[config.mk]
export PLATFORM = sky130hd
export DESIGN_NAME = uart_tx_fifo
export DESIGN_NICKNAME = d
export VERILOG_FILES = /design/src/rtl/uart_tx_fifo.sv
export SDC_FILE = /design/constraint.sdc
export NUM_CORES = 1
export LEC_CHECK = 0
export ABC_AREA = 0
export BUFFER_PORTS_ARGS = -buffer_cell sky130_fd_sc_hd__clkbuf_2
export CORE_MARGIN = 5
export CORE_UTILIZATION = 25
export CTS_BUF_LIST = sky130_fd_sc_hd__clkbuf_2 sky130_fd_sc_hd__clkbuf_4 sky130_fd_sc_hd__clkbuf_8
export CTS_CLUSTER_SIZE = 28
export DETAILED_ROUTE_END_ITERATION = 6
export SKIP_LAST_GASP = 1
export SYNTH_ARGS = -nofsm -noshare
export SYNTH_HDL_FRONTEND = slang
export SYNTH_SLANG_ARGS = --single-unit
[constraint.sdc]
create_clock -name clk -period 2.9 [get_ports clk]
set_input_delay 0.145 -clock clk [delete_from_list [all_inputs] [get_ports clk]]
set_output_delay 0.145 -clock clk [all_outputs]
set_load 0.01 [all_outputs]
[src/rtl/uart_tx_fifo.sv]
// Byte FIFO feeding a UART transmitter: queues host bytes and hands them out one
// at a time, holding each wr_en request until the UART's tx_ready handshake completes.
module uart_tx_fifo #(
    parameter int DEPTH  = 16,
    parameter int ADDR_W = 4
) (
    input  logic              clk,
    input  logic              reset,
    input  logic              push,
    input  logic [7:0]        push_data,
    output logic              full,
    output logic              empty,
    output logic [ADDR_W:0]   count,
    output logic              overflow,
    input  logic              clr_overflow,
    output logic              uart_wr_en,
    output logic [7:0]        uart_data,
    input  logic              uart_tx_ready,
    output logic              busy
);

    typedef enum logic [1:0] {
        S_IDLE,
        S_OFFER,
        S_WAIT
    } state_t;

    localparam logic [ADDR_W:0] L_FULL_COUNT = (ADDR_W + 1)'(DEPTH);

    logic [7:0]        r_mem [DEPTH];
    logic [ADDR_W-1:0] r_wr_ptr;
    logic [ADDR_W-1:0] r_rd_ptr;
    logic [ADDR_W:0]   r_count;
    logic              r_overflow;
    logic [7:0]        r_data;
    logic              r_wr_en;
    state_t            r_state;
    state_t            w_next_state;
    logic              w_push_ok;
    logic              w_pop;

    // Full is judged on the registered count, so a push while full is dropped
    // even when a pop frees a slot in the same cycle.
    assign full      = (r_count == L_FULL_COUNT);
    assign empty     = (r_count == '0);
    assign w_push_ok = push && !full;
    assign w_pop     = (r_state == S_IDLE) && !empty && uart_tx_ready;

    // NOTE: always_comb assigns every output a default first so no path can infer a latch.
    always_comb begin
        w_next_state = r_state;
        case (r_state)
            S_IDLE:  if (w_pop)          w_next_state = S_OFFER;
            S_OFFER: if (!uart_tx_ready) w_next_state = S_WAIT;
            S_WAIT:  if (uart_tx_ready)  w_next_state = S_IDLE;
            default:                     w_next_state = S_IDLE;
        endcase
    end

    // NOTE: sequential state uses non-blocking assignments so every register samples pre-edge values.
    always_ff @(posedge clk) begin
        if (reset) begin
            r_state <= S_IDLE;
            r_wr_en <= 1'b0;
        end else begin
            r_state <= w_next_state;
            r_wr_en <= (w_next_state == S_OFFER);
        end
    end

    // NOTE: the storage array has no reset; the pointers and count alone define what is valid.
    always_ff @(posedge clk) begin
        if (w_push_ok) begin
            r_mem[r_wr_ptr] <= push_data;
        end
    end

    always_ff @(posedge clk) begin
        if (reset) begin
            r_wr_ptr   <= '0;
            r_rd_ptr   <= '0;
            r_count    <= '0;
            r_overflow <= 1'b0;
            r_data     <= 8'h00;
        end else begin
            if (w_push_ok) begin
                r_wr_ptr <= r_wr_ptr + ADDR_W'(1);
            end
            if (w_pop) begin
                r_data   <= r_mem[r_rd_ptr];
                r_rd_ptr <= r_rd_ptr + ADDR_W'(1);
            end
            case ({w_push_ok, w_pop})
                2'b10:   r_count <= r_count + (ADDR_W + 1)'(1);
                2'b01:   r_count <= r_count - (ADDR_W + 1)'(1);
                default: r_count <= r_count;
            endcase
            // A dropped push outranks a clear arriving in the same cycle.
            if (push && full) begin
                r_overflow <= 1'b1;
            end else if (clr_overflow) begin
                r_overflow <= 1'b0;
            end
        end
    end

    assign count      = r_count;
    assign overflow   = r_overflow;
    assign uart_wr_en = r_wr_en;
    assign uart_data  = r_data;
    assign busy       = (r_state != S_IDLE) || !empty;

endmodule

==> summary.md <==
| Metric | Value |
|---|---|
| Die height | 167.6 µm |
| Endpoints failing hold | 0 |
| Critical Path RT | 3240 ps |
| Fillers | 2463 |
| Fin crit period | 2728 ps |
| HPWL Detailed | 8677 µm |
| Via-per-instance ratio | 4.506 |
| Synthesized cell area | 6211 µm² |
| CP arrival | 3070 ps |
| Share of cells above drive strength 1 | 20.66% |
| Initial core utilization | 25.46% |
| Layout net count | 465 |
| Gr usage total | 9.496% |
| MaxCap Viol Count | 0 |
| Synth top area cells | edfxtp_1, dfxtp_1, mux2i_1, mux4_1, o22ai_1 |
| P&R area growth vs syn | 16.06% |
| Slew Viols, Final | 0 |
| Synth unique cells | 43 |
| Setup CP Type | flip-flop to flip-flop |
| CTS tree | built |
| CP Launch Type | flip-flop |
| Fmax | 0.3666 GHz |
| DIE WIDTH | 167.6 µm |
| Ys async rst share | 0% |
| TNS Setup | 0 ps |
| Row count | 57 |
| 1st-pass router iterations | 5 |
| CP Max Fanout | 9 |
| Drt wl/cell | 16.69 µm |
| Status | finished, final reports clean |
| Die area | 28100 µm² |
| Largest net degree at the start of global routing | 29 |
| CTS root buf | clkbuf_8 |
| Vias | 3510 |
| Syn_area_per_cell | 15.84 µm² |
| Max-slew headroom | 40.87% |
| Number of setup buffers added after CTS | 0 |
| CP endpoint kind | flip-flop |
| Static leakage | 2.289 nW |
| Routed Antenna Nets | 0 |
| Place WS | 263.6 ps |
| DRC | 0 |
| Setup ws final | 172.1 ps |
| Net count after synthesis | 414 |
| Endpoints failing setup | 0 |
| Pwr per Cell Area | 748.5 nW/µm² |
| # port buffers | 30 |
| Tightest Pin Transition | 883.8 ps |
| Yosys reg bits | 153 |
| Grt ovf | 0 |
| I/O pin count | 31 |
| Cell taking the most area after synthesis | edfxtp_1 |
| Core ar. | 24390 µm² |
| Initial antenna violation count | 0 |
| Post-synth top area share | 61.89% |
| Clock-pin transition on the worst setup and hold timing paths | 90 ps |
| Vias in the first global route | 3577 |
| Placer Congestion | 0.8047 |
| Clock Latency Late Sink | 450 ps |
| Mapped Cells | 392 |
| Initial DRC Count | 277 |
| Cts repair resizes | 0 |
| VDD IR max | 0.2995 mV |
| Seq/Total Area, Yosys | 69.94% |
| Total CTS buffers | 17 |
| Final period utilization | 94.06% |
| RSZ-0062 raised after global routing | false |
| CTS max path bufs | 2 |
| FF-to-FF path depth | 10 |
| Main synth FF type | edfxtp_1 |
| Hold path cells | 1 |
| Htree depth | 4 |
| Worst Clk Skew | 13.85 ps |
| Clock sink count | 153 |
| Syn. warnings | 0 |
| Hold Path Class | primary input to flip-flop |
| First-pass GRT wire length | 20310 µm |
| # diodes | 0 |
| Sum of routed wire length over all layers | 13000 µm |
| EDFF count, synth | 128 |
==> registers in the layout, summed over array words and instances (netlist names) <==
register,cells
count,5
overflow,1
r_mem,128
r_rd_ptr,4
r_state,2
r_wr_ptr,4
uart_data,8
uart_wr_en,1
==> layout make-up <==
class	instances	area [µm²]	area share (%)
clock buffer	19	249.0	3.454
sequential	153	4345	60.28
clock inverter	12	120.1	1.666
multi-input combinational	211	1719	23.85
tap	324	405.4	5.624
inverter	7	26.28	0.3645
timing repair buffer	53	342.8	4.756
==> metrics by stage <==
step           util [%]  total power [mW]  std cells  hold slack (ps)  cell area, µm²
5_1_grt           29.55             5.689        779            151.8            7208
4_1_cts           29.55             5.451        779            139.6            7208
6_report          29.55             5.396        779            153.5            7208
3_5_place_dp      27.92             3.937        745            349.0            6809
2_1_floorplan         -             3.555        392            222.4            6211
3_3_place_gp      27.92             3.887        745            341.1            6809
==> final timing paths <==
path,start,end,slack [ps]
setup / recovery,count[2],count[4],170
hold / removal,push_data[7],r_mem[3][7],150
setup reg to reg,count[2],count[4],170
hold reg to reg,uart_data[5],uart_data[5],520
==> cell usage after synthesis, drive strengths merged, types with 2 or more instances <==
master and instances:
dfxtp 25, clkbuf 6, xor2 6, buf 15, a211oi 8, o21ai 5, and2 2, o22ai 23
inv 7, nand2 14, nand2b 3, or3 2, nor4 2, mux4 10, ha 9, nor3 10
xnor2 4, nand4 2, edfxtp 128, mux2i 46, a2111oi 9, nor2 38, nand3b 2, a21oi 5
==> timing repair <==
| action | CTS | global route |
|---|---|---|
| setup endpoints to repair | 0 | 0 |
| hold endpoints to repair | 2 | 0 |
| hold buffers | 3 | 0 |
==> power breakdown <==
group	total [mW]	internal, mW	switching (mW)
logic	1.18	0.508	0.673
clock network	1.52	0.703	0.814
registers	2.70	2.53	0.165
total	5.40	3.74	1.65
==> per-layer routing <==
layer	part of all wire (%)	GRT usage, %	vias up	wire length, µm
li1	-	-	1624	-
met1	46	12.87	1759	6003
met2	46	14.59	110	5991
met3	6.1	2.735	17	788
met4	1.6	3.352	0	214
met5	0	0	-	0
==> cell usage in the layout (no fill, tap or decap), types with 3 or more instances in the layout <==
cell type / instances
mux4_1: 6
inv_1: 7
a21oi_1: 5
clkbuf_2: 30
ha_1: 9
nand2b_1: 3
dfxtp_1: 24
nand2_1: 14
nor3_1: 10
mux2i_1: 46
o21ai_0: 5
buf_4: 19
xor2_1: 6
clkinvlp_4: 4
clkbuf_8: 17
dlygate4sd3_1: 3
clkinv_4: 3
o22ai_1: 23
a2111oi_2: 4
a2111oi_0: 4
a211oi_1: 8
xnor2_1: 4
edfxtp_1: 128
nor2_1: 38
mux4_2: 4
==> kinds of logic after synthesis <==
family | synth area share (%)
DFF | 69.94
and+or+nand+nor | 6.104
muxes | 11.58
AOI/OAI and AO/OA | 6.769
buffers and inverters | 2.377
xor gates and xnor gates | 1.410
adders and majority gates | 1.813
==> critical path: stages, from the launching register on <==
cell and delay, ps:
dfxtp_1 530, nor4_4 120, a2111oi_4 380, ha_1 360
xor2_1 190, ha_1 190, o21ai_0 110, nor2_1 120
o21ai_0 100, a21oi_1 160, mux2_2 340
Power figures use the tool's default switching activity.
